### src/rtl/wide_alu_pkg.sv
// Shared types for the sequential wide ALU: opcodes, FSM states, slice width
// and the response flag bundle.
package wide_alu_pkg;

  localparam int unsigned SLICE_W = 4;

  typedef enum logic [2:0] {
    OP_NOT = 3'b000,
    OP_AND = 3'b001,
    OP_OR  = 3'b010,
    OP_XOR = 3'b011,
    OP_ADD = 3'b100,
    OP_SUB = 3'b101
  } op_e;

  typedef enum logic [1:0] {
    ST_IDLE = 2'd0,
    ST_RUN  = 2'd1,
    ST_DONE = 2'd2
  } state_e;

  typedef struct packed {
    logic cf;
    logic zf;
    logic err;
  } rsp_flags_t;

  // Opcodes 11x are the only illegal encodings.
  function automatic logic op_is_legal(input logic [2:0] op);
    return op[2:1] != 2'b11;
  endfunction

  function automatic logic op_is_arith(input logic [2:0] op);
    return (op == OP_ADD) || (op == OP_SUB);
  endfunction

endpackage

### src/rtl/wide_alu_seq_alu4.sv
// 4-bit combinational ALU slice: m=0 selects logic ops by s, m=1 selects
// ADD (s=00) or SUB with borrow (s=01).
module wide_alu_seq_alu4
  import wide_alu_pkg::*;
(
  input  logic [SLICE_W-1:0] a,
  input  logic [SLICE_W-1:0] b,
  input  logic               cin,
  input  logic [1:0]         s,
  input  logic               m,
  output logic [SLICE_W-1:0] c,
  output logic               cf,
  output logic               zf
);

  logic [SLICE_W:0] sum_c;
  logic [SLICE_W:0] diff_c;

  // Bit SLICE_W of the 5-bit difference is set exactly when a < b + cin.
  always_comb begin
    sum_c  = {1'b0, a} + {1'b0, b} + (SLICE_W + 1)'(cin);
    diff_c = {1'b0, a} - {1'b0, b} - (SLICE_W + 1)'(cin);
    c      = '0;
    cf     = 1'b0;
    case ({m, s})
      3'b000: c = ~a;
      3'b001: c = a & b;
      3'b010: c = a | b;
      3'b011: c = a ^ b;
      3'b100: begin
        c  = sum_c[SLICE_W-1:0];
        cf = sum_c[SLICE_W];
      end
      3'b101: begin
        c  = diff_c[SLICE_W-1:0];
        cf = diff_c[SLICE_W];
      end
      default: ;
    endcase
  end

  assign zf = (c == '0);

endmodule

### src/rtl/wide_alu_seq.sv
// Sequential W-bit ALU: one request is processed a nibble per cycle through a
// single 4-bit slice, LSB first, with carry/borrow chained between cycles.
module wide_alu_seq
  import wide_alu_pkg::*;
#(
  parameter int unsigned NIBBLES = 4
) (
  input  logic                         clk,
  input  logic                         rst_n,
  input  logic                         req_valid,
  output logic                         req_ready,
  input  logic [2:0]                   req_op,
  input  logic [SLICE_W*NIBBLES-1:0]   req_a,
  input  logic [SLICE_W*NIBBLES-1:0]   req_b,
  input  logic                         req_cin,
  output logic                         rsp_valid,
  input  logic                         rsp_ready,
  output logic [SLICE_W*NIBBLES-1:0]   rsp_y,
  output logic                         rsp_cf,
  output logic                         rsp_zf,
  output logic                         rsp_err
);

  localparam int unsigned W        = SLICE_W * NIBBLES;
  localparam int unsigned IDX_W    = (NIBBLES > 1) ? $clog2(NIBBLES) : 1;
  localparam logic [IDX_W-1:0] LAST_IDX = IDX_W'(NIBBLES - 1);

  state_e           state_q, state_d;
  logic [IDX_W-1:0] idx_q, idx_d;
  logic             carry_q, carry_d;
  logic [2:0]       op_q, op_d;
  logic [W-1:0]     a_q, a_d;
  logic [W-1:0]     b_q, b_d;
  logic [W-1:0]     y_q, y_d;
  rsp_flags_t       flags_q, flags_d;
  logic             valid_q, valid_d;
  logic             ready_q, ready_d;

  logic               accept_c;
  logic               legal_c;
  logic               last_c;
  logic [SLICE_W-1:0] slice_a_c;
  logic [SLICE_W-1:0] slice_b_c;
  logic [SLICE_W-1:0] slice_y_c;
  logic               slice_cf_c;
  logic               slice_zf_c;
  logic               slice_m_c;
  logic [1:0]         slice_s_c;

  assign accept_c = req_valid && ready_q;
  assign legal_c  = op_is_legal(req_op);
  assign last_c   = (idx_q == LAST_IDX);

  assign slice_a_c = a_q[SLICE_W*int'(idx_q) +: SLICE_W];
  assign slice_b_c = b_q[SLICE_W*int'(idx_q) +: SLICE_W];

  // Mode decode never produces m=1 with s=1x, even when an illegal op is held.
  assign slice_m_c = op_is_arith(op_q);
  assign slice_s_c = slice_m_c ? {1'b0, (op_q == OP_SUB)} : op_q[1:0];

  wide_alu_seq_alu4 u_alu4 (
    .a   (slice_a_c),
    .b   (slice_b_c),
    .cin (carry_q),
    .s   (slice_s_c),
    .m   (slice_m_c),
    .c   (slice_y_c),
    .cf  (slice_cf_c),
    .zf  (slice_zf_c)
  );

  // State register.
  always_ff @(posedge clk or negedge rst_n) begin
    if (!rst_n) begin
      state_q <= ST_IDLE;
    end else begin
      state_q <= state_d;
    end
  end

  // Next-state logic.
  always_comb begin
    state_d = state_q;
    case (state_q)
      ST_IDLE: begin
        if (accept_c) begin
          state_d = legal_c ? ST_RUN : ST_DONE;
        end
      end
      ST_RUN: begin
        if (last_c) begin
          state_d = ST_DONE;
        end
      end
      ST_DONE: begin
        if (valid_q && rsp_ready) begin
          state_d = ST_IDLE;
        end
      end
      default: state_d = ST_IDLE;
    endcase
  end

  // Output and datapath next-values.
  always_comb begin
    idx_d   = idx_q;
    carry_d = carry_q;
    op_d    = op_q;
    a_d     = a_q;
    b_d     = b_q;
    y_d     = y_q;
    flags_d = flags_q;
    valid_d = valid_q;
    ready_d = (state_d == ST_IDLE);
    case (state_q)
      ST_IDLE: begin
        if (accept_c) begin
          op_d        = req_op;
          a_d         = req_a;
          b_d         = req_b;
          idx_d       = '0;
          carry_d     = op_is_arith(req_op) ? req_cin : 1'b0;
          y_d         = '0;
          // zf starts set for legal ops and is ANDed with every slice result.
          flags_d.cf  = 1'b0;
          flags_d.zf  = legal_c;
          flags_d.err = !legal_c;
          valid_d     = 1'b0;
        end
      end
      ST_RUN: begin
        y_d[SLICE_W*int'(idx_q) +: SLICE_W] = slice_y_c;
        carry_d    = slice_cf_c;
        flags_d.zf = flags_q.zf & slice_zf_c;
        idx_d      = idx_q + IDX_W'(1);
        if (last_c) begin
          idx_d      = '0;
          flags_d.cf = slice_cf_c;
          valid_d    = 1'b1;
        end
      end
      ST_DONE: begin
        // An illegal op enters DONE with valid low; it rises one cycle later.
        if (!valid_q) begin
          valid_d = 1'b1;
        end else if (rsp_ready) begin
          valid_d = 1'b0;
        end
      end
      default: ;
    endcase
  end

  // Datapath and output registers.
  always_ff @(posedge clk or negedge rst_n) begin
    if (!rst_n) begin
      idx_q   <= '0;
      carry_q <= 1'b0;
      op_q    <= 3'b000;
      a_q     <= '0;
      b_q     <= '0;
      y_q     <= '0;
      flags_q <= '0;
      valid_q <= 1'b0;
      ready_q <= 1'b0;
    end else begin
      idx_q   <= idx_d;
      carry_q <= carry_d;
      op_q    <= op_d;
      a_q     <= a_d;
      b_q     <= b_d;
      y_q     <= y_d;
      flags_q <= flags_d;
      valid_q <= valid_d;
      ready_q <= ready_d;
    end
  end

  assign req_ready = ready_q;
  assign rsp_valid = valid_q;
  assign rsp_y     = y_q;
  assign rsp_cf    = flags_q.cf;
  assign rsp_zf    = flags_q.zf;
  assign rsp_err   = flags_q.err;

endmodule
### config.mk
export PLATFORM = sky130hd
export DESIGN_NAME = wide_alu_seq
export DESIGN_NICKNAME = d
export VERILOG_FILES = /design/src/rtl/wide_alu_pkg.sv /design/src/rtl/wide_alu_seq_alu4.sv /design/src/rtl/wide_alu_seq.sv
export SDC_FILE = /design/constraint.sdc
export NUM_CORES = 1
export LEC_CHECK = 0
export ABC_AREA = 1
export CORE_ASPECT_RATIO = 0.9
export CORE_MARGIN = 4
export CORE_UTILIZATION = 53
export CTS_CLUSTER_SIZE = 16
export DETAILED_ROUTE_END_ITERATION = 8
export PLACE_DENSITY = 0.8
export SLEW_MARGIN = 20
export SYNTH_ARGS = -nofsm -noshare
export SYNTH_HDL_FRONTEND = slang
export SYNTH_SLANG_ARGS = --single-unit
### constraint.sdc
create_clock -name clk -period 3.4 [get_ports clk]
set_input_delay 0.68 -clock clk [delete_from_list [all_inputs] [get_ports clk]]
set_output_delay 0.68 -clock clk [all_outputs]
set_load 0.02 [all_outputs]
Word level (Yosys, flattened, before mapping):

Index checks and enable logic that the tools add are counted.

* word-level logic and storage cells: 82
* register bits after elaboration: 61
* output and inout bits: 21

* equal/unequal tests: 15
* shift operators: 4
* bitwise operators: 5
* add/sub/neg operators: 6
* mux-type cells: 25
* reductions and logical operators: 15

Operator list (number)
* 4-bit negator with 34-bit output: 1
* 4-bit by 34-bit variable shift with 16-bit output, first input constant: 1
* 4-bit by 34-bit indexed part select with 16-bit output: 1
* 16-bit case mux with 2 select lines: 1
* 16-bit by 5-bit indexed part select with 4-bit output: 2
* 4-bit case mux with 6 select lines: 1
* 3-bit == test, second input constant: 6
* 16-bit bitwise mux: 1
* 16-bit 2-to-1 mux: 1
* 2-bit 2-to-1 mux: 7
* 2-bit case mux with 2 select lines: 2
* 1-bit 2-to-1 mux: 7
* 3-bit by 2-bit == test with 1-bit output, second input constant: 2
* 2-bit != test, second input constant: 3
* 2-bit case mux with 3 select lines: 1
* 3-bit AND reduction: 2
* 4-bit by 4-bit adder with 5-bit output: 1
* 5-bit by 1-bit adder with 5-bit output: 1
* 4-bit by 4-bit subtractor with 5-bit output: 1
* 5-bit by 1-bit subtractor with 5-bit output: 1
* 4-bit AND: 1
* 2-bit == test, second input constant: 2
* 2-bit logical NOT: 2
* 4-bit logical NOT: 1
* 17 further kinds: 21

Logic depth before layout (Yosys ltp):

Gate-level depths: netlist (run 1).

* word-level depth: 8
* mapped depth: 20

Modules after synthesis:

Synthesis (run 1) repeated with hierarchy kept, for this count alone.

* cells, all modules: 472
* area total of the unflattened synthesis: 3603.5 sq um

Modules (own cells, without submodules)
* wide_alu_seq: area an instance 2920.3 sq um, instances 1, cells each 358
* wide_alu_seq_alu4: area an instance 683.2 sq um, instances 1, cells each 114

Least setup slack after synthesis (run 1):

Ideal clock, no wire load.

* kind: reg2reg
* start: reg idx_q[1]
* end: reg y_q[13] (netlist: rsp_y[13])
* library setup time: 66 ps
* data arrival time: 2772 ps
* cell stages (with the launch flop): 15
* setup slack: 562 ps
* required time: 3334 ps
* path buffers: 1
* path through: dfrtp_1 -> inv_1 -> buf_1 -> a21oi_1 -> a32oi_1 -> inv_1 -> fa_1 -> inv_1 -> fa_1 -> nor2_1 -> nor2_1 -> nand3_1 -> nand2_1 -> nor2_1 -> a22o_1

* word-level cells in the longest chain between the ends: 7
* elaborated cells between the ends (all ways): 16
* those cells by class: add/sub (5); shift (4); mux (3); bitwise (4)

Ends and longest elaborated chain
* start, declared: line wide_alu_seq.sv:29 `logic [IDX_W-1:0] idx_q, idx_d;`
* start signal, assigned: line wide_alu_seq.sv:167 `idx_q <= idx_d;`
* 16-bit by 5-bit indexed part select with 4-bit output, on equally long branches: line wide_alu_seq.sv:54, wide_alu_seq.sv:55
* 4-bit by 4-bit subtractor with 5-bit output / 4-bit by 4-bit adder with 5-bit output (equally long branches): line wide_alu_seq_alu4.sv:22, wide_alu_seq_alu4.sv:21
* 5-bit by 1-bit subtractor with 5-bit output / 5-bit by 1-bit adder with 5-bit output (equally long branches): line wide_alu_seq_alu4.sv:22, wide_alu_seq_alu4.sv:21
* 4-bit case mux with 6 select lines: line wide_alu_seq_alu4.sv:25 `case ({m, s})`
* 4-bit by 34-bit indexed part select with 16-bit output: line wide_alu_seq.sv:132 `y_d[SLICE_W*int'(idx_q) +: SLICE_W] = slice_y_c;`
* 16-bit bitwise mux *: line wide_alu_seq.sv:132
* 16-bit case mux with 2 select lines *: line wide_alu_seq.sv:115 `case (state_q)`
* end signal, assigned: line wide_alu_seq.sv:172 `y_q <= y_d;`
* end, declared: line wide_alu_seq.sv:34 `logic [W-1:0] y_q, y_d;`

Mark *: on every way between the ends. The rest lies on a longest branch, timed or not.
A chain may end at the register's enable or synchronous reset.

Worst setup path after layout (run 1):

* start: reg idx_q[1]
* end: reg y_q[14] (netlist: rsp_y[14])

Same word-level chain as after synthesis.

==> results of run 1 <==
[final cells by class]
type                            instances  area [um2]
Fill cell                             515        1896
Timing Repair Buffer                   66       640.6
Clock buffer                           11       141.4
Clock inverter                          5       60.06
Multi-Input combinational cell        331        1697
Sequential cell                        61        1526
Inverter                               48       180.2
Tap cell                               87       108.9
[critical path, delay by kind of cell (launching register included)]
family / cells / cell delay (ns)
buffers and inverters: 4 / 0.65
AOI/OAI and AO/OA: 3 / 0.64
and+or+nand+nor: 7 / 0.55
adders and majority gates: 1 / 0.47
DFF: 1 / 0.46
[cell families after synthesis]
| group | Yosys count | share of synthesized area, % |
|---|---|---|
| AND/OR/NAND/NOR | 262 | 31.14 |
| buffers and inverters | 63 | 7.703 |
| flip-flops | 61 | 43.71 |
| AO/OA/AOI/OAI | 45 | 7.990 |
| adder cells (fa/ha/maj) | 24 | 9.459 |
[stage by stage]
step,cells,setup slack [ns],instance area [um2],util [%]
final,609,0.5182,4354,69.67
after global routing,609,0.09657,4354,69.67
after CTS,609,0.4815,4354,69.67
after detailed placement,593,0.5069,4153,66.45
after global placement,593,0.6122,4153,66.45
after floorplan,455,0.5620,3492,-
[cells in the final DEF, fill, tap and decap left out, drive strengths merged]
master and instances:
clkinv 4, a21oi 12, nand2 193, a32oi 4
nor3 3, ha 20, nand4 5, fa 4
inv 47, o22ai 1, a31oi 2, dfrtp 61
buf 7, or2 1, bufinv 1, o21ai 20
clkbuf 11, clkinvlp 1, clkdlybuf4s50 59, nand3b 3
o31ai 2, a22o 4, nor2 30, nand3 27
[power breakdown]
group          internal (mW)  switching [mW]  leakage (nW)
Clock                  0.359           0.291        0.0995
Combinational          0.942            1.69          1.31
Sequential             0.999           0.216         0.781
Total                   2.30            2.19          2.19
[state kept, by name, summed over array words and instances, names as in the netlist]
register	count
b_q	16
rsp_cf	1
rsp_zf	1
state_q	2
rsp_valid	1
rsp_y	16
rsp_err	1
a_q	16
op_q	3
req_ready	1
carry_q	1
idx_q	2
[per-layer routing]
| metal | part of all wire, % | track usage, % |
|---|---|---|
| met5 | 0 | 0 |
| met4 | 1.8 | 7.612 |
| met3 | 7.4 | 5.851 |
| met2 | 45 | 35.06 |
| met1 | 46 | 31.13 |
[how the worst max path moves through the flow]
stage | from | end | slack [ns] | depth (start not counted)
finish | idx_q[1]$_DFFE_PN0P_ | rsp_y[14]$_DFFE_PN0P_ | 0.52 | 15
global route | idx_q[0]$_DFFE_PN0P_ | rsp_zf$_DFFE_PN0P_ | 0.1 | 17
CTS | idx_q[0]$_DFFE_PN0P_ | rsp_y[13]$_DFFE_PN0P_ | 0.48 | 13
detailed placement | idx_q[0]$_DFFE_PN0P_ | rsp_y[13]$_DFFE_PN0P_ | 0.51 | 13
global placement | idx_q[0]$_DFFE_PN0P_ | rsp_y[13]$_DFFE_PN0P_ | 0.61 | 13
floorplan | idx_q[1]$_DFFE_PN0P_ | rsp_y[13]$_DFFE_PN0P_ | 0.56 | 14
==> impl_metrics.csv, run 1 <==
group,metric,value,unit
clock_network,cts_tree,"done",
synthesis,yosys.cell_types.count,33,
synthesis,syn_area,3492,um2
synthesis,ys_async_sr_fraction,100.0,%
job,drv_cap,0,
placement,io_buffers,60,
floorplan,fp-row-count,27,
floorplan,die_width,93.56,um
synthesis,synth_most_common_cell,"nand2_1",
power,ir_worst_vdd,0.0005292,V
setup_path,required,3.63,ns
synthesis,synth_area_leaders,"dfrtp_1, nand2_1, ha_1, inv_1, nand3_1",
power,power.total,4.494,mW
outcome,status,"completed",
finish,fin_nets,581,
setup_path,rrSetupSlack,0.52,ns
synthesis,ys.flop_type,"dfrtp_1",
clock_network,cts_buffers,9,
detailed_routing,wl_per_cell,13.37,um
timing,final.min_clock_period,2.882,ns
setup_path,end_kind,"register",
finish,n_antenna_cell,0,
global_routing,grt_max_degree,41,
timing,skew,0.006076,ns
timing,final_max_slew_viol_count,0,
synthesis,synth_edf_count,0,
timing,setup_viol,0,
timing,slew-limit-headroom,63.02,%
global_routing,grt_pass1_vias,3130,
power,power_density,1032,nW/um2
synthesis,synth_top_area_share,43.71,%
setup_path,worst-setup-path-type,"reg2reg",
clock_network,post_cts_buffers,0,
detailed_routing,drtPass1Iterations,5,
synthesis,syn_avg_cell_area,7.675,um2
synthesis,synthTopCellsByCount,"nand2_1, dfrtp_1, inv_1",
clock_network,clock_sinks,61,
global_routing,grt-ovfl-total,0,
setup_path,start_kind,"register",
synthesis,syn_inst,455,
setup_path,rr_worst_depth,15,
timing,rsz0062_at_grt,"false",
detailed_routing,routed_via_density,5.143,
timing,post-route-period-util,84.76,%
setup_path,cpPeakStageDelay,0.47,ns
floorplan,core,6250,um2
synthesis,ys_ff_latch,61,
setup_path,regToRegEndpoint,"rsp_y[14]$_DFFE_PN0P_",
synthesis,synth.net_count,519,
synthesis,ys.warnings.count,0,
setup_path,path_cells,"inv_1 > buf_4 > a21oi_1 > a32oi_1 > inv_1 > fa_1 > inv_1 > nand2_1 > nand2_1 > nor2_1 > nor2_1 > nand3_1 > nand2_1 > nor2_2 > a22o_1",
timing,worst_pin_slew,0.5538,ns
detailed_routing,drt-total-wl,8.140,mm
clock_network,ctsHoldBuffers,0,
global_routing,track_usage,22.65,%
placement,gp_congestion,1.010,
power,power.leakage,2.195,nW
setup_path,crit_fanout,10,
clock_network,cts-root-buf,"clkbuf_8",
floorplan,die-area,7953,um2
detailed_routing,vias,3132,
setup_path,r2r_start,"idx_q[1]$_DFFE_PN0P_",
detailed_routing,drcViolationCount,0,
floorplan,start_util,55.88,%
clock_network,clock_path_buffers,2,
synthesis,ys_seq_area_share,43.71,%
setup_path,arrival,3.11,ns
timing,hold_viol_final,0,
clock_network,htreeDepth,3,
timing,tns,0,ns
clock_network,path_clk_slew,0.07,ns
finish,syn2layout_area_growth,24.69,%
setup_path,slowest_stage,"fa_1",
placement,dpl.hpwl,6.329,mm
clock_network,clk_latency,0.35,ns
finish,layout-drive-gt1-share,7.471,%
hold_path,hp-class,"in2async",
floorplan,design.portCount,61,
global_routing,antenna_found_initial,0,
detailed_routing,postRouteAntennaNets,0,
floorplan,die_h,85.01,um
timing,hold_ws,0.2170,ns
clock_network,cts_resized,0,
global_routing,grt_first_pass_wirelength,14.32,mm
detailed_routing,drt_iter0_drc,209,
synthesis,synth_top_cell_by_area,"dfrtp_1",
timing,max_freq,347.0,MHz
Note: power is estimated with default switching activity, not from simulation.
==> run 2, diff against run 1 <==
clock period = 2.7 ns   (was 3.4 ns; I/O delays follow)
==> run 2 against run 1 <==
Non-clock buffer count increased by 19. Fmax rose by 10%. Critical path depth stayed put. Critical path type unchanged. Highest routed layer unchanged.
==> impl_metrics.csv, run 2 (synthesis gave the netlist of run 1 again) <==
group,metric,value,unit
outcome,status,"completed",
finish,final_common_cell,"nand2_1",
detailed_routing,postRouteAntennaNets,0,
global_routing,grt-ovfl-total,0,
finish,layout-drive-gt1-share,14.94,%
finish,layout_common_cells,"nand2_1, dfrtp_1, clkdlybuf4s50_1, inv_1, nor2_1",
timing,max_freq,382.6,MHz
power,power_density,1374,nW/um2
finish,n_antenna_cell,0,
hold_path,hp-class,"in2async",
global_routing,grt_pass1_vias,3034,
clock_network,cts_tree,"done",
floorplan,die_h,85.01,um
setup_path,cpPeakStageDelay,0.48,ns
setup_path,path_cells,"clkinv_4 > buf_4 > nand2_1 > nand3_2 > nand2_2 > inv_4 > fa_2 > inv_2 > fa_2 > nor2_1 > nor2_1 > nand3_1 > nand2_1 > nor2_2 > a22o_1",
finish,syn2layout_area_growth,31.49,%
floorplan,die_width,93.56,um
detailed_routing,wl_per_cell,14.50,um
power,power.total,6.310,mW
timing,hold_ws,0.1675,ns
global_routing,grt_max_degree,34,
setup_path,end_kind,"register",
clock_network,clk_latency,0.35,ns
power,ir_worst_vdd,0.0006580,V
detailed_routing,drt_iter0_drc,219,
setup_path,worst-setup-path-type,"reg2reg",
power,power.leakage,2.299,nW
clock_network,cts-root-buf,"clkbuf_8",
clock_network,clock_path_buffers,2,
finish,postLayoutCoreUtil,73.47,%
clock_network,clock_sinks,61,
setup_path,arrival,2.90,ns
timing,final_max_slew_viol_count,0,
placement,dpl.hpwl,6.624,mm
placement,place_area,4228,um2
timing,skew,0.01281,ns
floorplan,start_util,55.88,%
setup_path,required,2.98,ns
timing,slew-limit-headroom,64.38,%
detailed_routing,vias,3316,
floorplan,die-area,7953,um2
finish,stdcell_area,4592,um2
setup_path,slowest_stage,"dfrtp_2",
floorplan,design.portCount,61,
detailed_routing,routed_via_density,5.272,
setup_path,crit_fanout,6,
placement,gp_congestion,0.9983,
timing,final.min_clock_period,2.614,ns
timing,setup_viol,0,
clock_network,htreeDepth,3,
clock_network,path_clk_slew,0.08,ns
timing,rsz0062_at_grt,"true",
setup_path,start_kind,"register",
timing,hold_viol_final,0,
clock_network,cts_buffers,9,
job,drv_cap,0,
timing,worst_pin_slew,0.5343,ns
timing,post-route-period-util,96.81,%
global_routing,track_usage,23.08,%
finish,fin_nets,601,
detailed_routing,drt-total-wl,9.120,mm
clock_network,ctsHoldBuffers,0,
floorplan,fp-row-count,27,
detailed_routing,drtPass1Iterations,5,
global_routing,grt_first_pass_wirelength,14.52,mm
detailed_routing,drcViolationCount,0,
placement,io_buffers,60,
floorplan,core,6250,um2
timing,tns,0,ns
global_routing,antenna_found_initial,0,
[run 2: final timing paths]
path                            slack (ns)                 start                   end  cells after the start
worst max-delay path                  0.09  idx_q[0]$_DFFE_PN0P_  rsp_y[5]$_DFFE_PN0P_                     15
worst min-delay path                  0.17                 rst_n   b_q[14]$_DFFE_PN0P_                      1
worst max register to register        0.09  idx_q[0]$_DFFE_PN0P_  rsp_y[5]$_DFFE_PN0P_                     15
worst min register to register        0.47    a_q[5]$_DFFE_PN0P_    a_q[5]$_DFFE_PN0P_                      2
max in group asynchronous             1.86                 rst_n    b_q[3]$_DFFE_PN0P_                      2
min in group clk                      0.47    a_q[5]$_DFFE_PN0P_    a_q[5]$_DFFE_PN0P_                      2
[run 2: layout make-up]
cell class | count | area [um2]
timing repair buffer | 85 | 794.5
fill | 476 | 1658
clock buffer | 11 | 151.4
multi-input combinational | 331 | 1755
inverter | 48 | 190.2
clock inverter | 5 | 58.81
timing repair inverter | 1 | 5.005
sequential | 61 | 1528
tap | 87 | 108.9
[run 2: power breakdown]
| part | switching, mW | total [mW] | internal, mW | leakage (nW) |
|---|---|---|---|---|
| Clock | 0.385 | 0.861 | 0.476 | 0.102 |
| Combinational | 2.37 | 3.90 | 1.52 | 1.42 |
| Sequential | 0.292 | 1.55 | 1.26 | 0.780 |
| Total | 3.05 | 6.31 | 3.26 | 2.30 |
[run 2: timing repair]
item,CTS,global route
endpoints found under the setup margin,0,15
buffers inserted,0,10
gates resized for setup,0,29
[run 2: metrics by stage]
stage               instances  setup slack (ns)
global route              629           -0.1591
global placement          602            0.1653
CTS                       618           0.03162
floorplan                 455          0.003777
finish                    629           0.08626
detailed placement        602           0.06031
[run 2: worst max-delay path, delay by kind of cell (launching register included)]
| family | cells | cell delay (ns) |
|---|---|---|
| simple gates | 8 | 0.79 |
| compound gates | 1 | 0.13 |
| flops | 1 | 0.48 |
| buf+inv | 4 | 0.37 |
| fa+ha+maj | 2 | 0.80 |
[run 2: metal layers]
metal / vias to the layer above / share of wire [%] / global-route usage [%]
met5: - / 0 / 0
met2: 150 / 47 / 37.14
met1: 1556 / 44 / 31.77
met3: 15 / 7.8 / 5.319
li1: 1595 / - / -
met4: 0 / 1.3 / 5.774
==> variant (config.mk and constraints of run 2) <==
Encoding of `state_e`: now one-hot (3 bits for 3 states).
--- a/src/rtl/wide_alu_pkg.sv
+++ b/src/rtl/wide_alu_pkg.sv
@@ -13,10 +13,10 @@
     OP_SUB = 3'b101
   } op_e;
 
-  typedef enum logic [1:0] {
-    ST_IDLE = 2'd0,
-    ST_RUN  = 2'd1,
-    ST_DONE = 2'd2
+  typedef enum logic [2:0] {
+    ST_IDLE = 3'b001,
+    ST_RUN  = 3'b010,
+    ST_DONE = 3'b100
   } state_e;
 
   typedef struct packed {
Behaviour: same outputs for any inputs over 10 cycles, from zero or initial values and one cycle with rst_n low; not proved beyond that.
==> variant against run 2 <==
- routed wire length shrank 5.9%
- worst hold slack gained 0.010 ns
- setup slack gained 0.0012 ns
- sequential share of layout area grew 1.0 points
- critical endpoint is now rsp_zf$_DFFE_PN0P_
- sequential cell count grew 1
- critical path type unchanged
- power shrank 5.9%
- design area shrank 1.3%
- area after synthesis shrank 0.90%
- clock skew shrank 0.0053 ns
==> variant: results (changes against run 2) <==
metric	value	unit	change
ir_drop	0.6890	mV	+4.7%
worstPathMaxFanout	7		+1
layout.nonclk_buf_frac	0.1747		+0.001644
dp_hpwl	6471	um	-2.3%
ys_top_cells_by_area	dfrtp_1, nand2_1, ha_1		
grt_pass1_wl	14500	um	-0.19%
synth_compound_area_frac	0.06905		-0.01085
grt_max_degree	35		+2.9%
fin_nets	594		-1.2%
synth-adder-area-share	0.08098		-0.01361
clock_sinks	62		+1.6%
synth_fp_nets	513		-1.2%
crit_family	simple AND/OR/NAND/NOR gates		
grtUsageTotal	0.2307		about the same
routed_wl	8579	um	-5.9%
skew	0.007474	ns	-0.005335 ns
dpl_cell_area	4209	um2	-0.44%
p_leak	0.002245	uW	-2.3%
num-fill-cells	498		+4.6%
multi_input_area_share	0.3731		-0.009221
drt_iter0_drc	209		-4.6%
clock_area_frac	0.04084		-0.004938
drive_above_1_share	0.1354		-0.01401
crit_path_top_delay_cell	fa_2		
arrival	2.89	ns	about the same
status	finished clean		
yosysUniqueCellTypes	29		-12%
## variant: final timing paths
| path | from | endpoint | slack, ns | cells after the start |
|---|---|---|---|---|
| hold / removal | rst_n | a_q[4]$_DFFE_PN0P_ | 0.18 | 1 |
| min in group clk | b_q[11]$_DFFE_PN0P_ | b_q[11]$_DFFE_PN0P_ | 0.47 | 2 |
| hold reg to reg | b_q[11]$_DFFE_PN0P_ | b_q[11]$_DFFE_PN0P_ | 0.47 | 2 |
| setup / recovery | idx_q[0]$_DFFE_PN0P_ | rsp_zf$_DFFE_PN0P_ | 0.09 | 15 |
| max in group asynchronous | rst_n | state_q[0]$_DFF_PN1_ | 1.78 | 2 |
| setup reg to reg | idx_q[0]$_DFFE_PN0P_ | rsp_zf$_DFFE_PN0P_ | 0.09 | 15 |
## variant: power breakdown
| group | leakage, uW | internal, uW | switching, uW |
|---|---|---|---|
| Sequential | 0.000799 | 1270 | 254 |
| Combinational | 0.00135 | 1450 | 2200 |
| Clock | 0.0000913 | 381 | 382 |
| Total | 0.00224 | 3100 | 2830 |
## variant: routing by layer
layer / share of wire / GRT usage
met1: 0.49 / 0.3422
met2: 0.45 / 0.3440
met3: 0.051 / 0.04391
met4: 0.0098 / 0.06791
met5: 0 / 0
## variant: per-stage QoR
| stage | std cells | setup TNS (ns) | setup WS, ns |
|---|---|---|---|
| floorplan | 453 | 0 | 0.01507 |
| finish | 626 | 0 | 0.08750 |
| CTS | 617 | 0 | 0.02523 |
| global route | 626 | -0.03629 | -0.03629 |
| global placement | 601 | 0 | 0.1075 |
| detailed placement | 601 | 0 | 0.05806 |
## variant: repair_timing
action | CTS | global route
hold buffers | 0 | 0
setup endpoints to repair | 0 | 15
buffers inserted | 0 | 9
resized for setup | 0 | 20
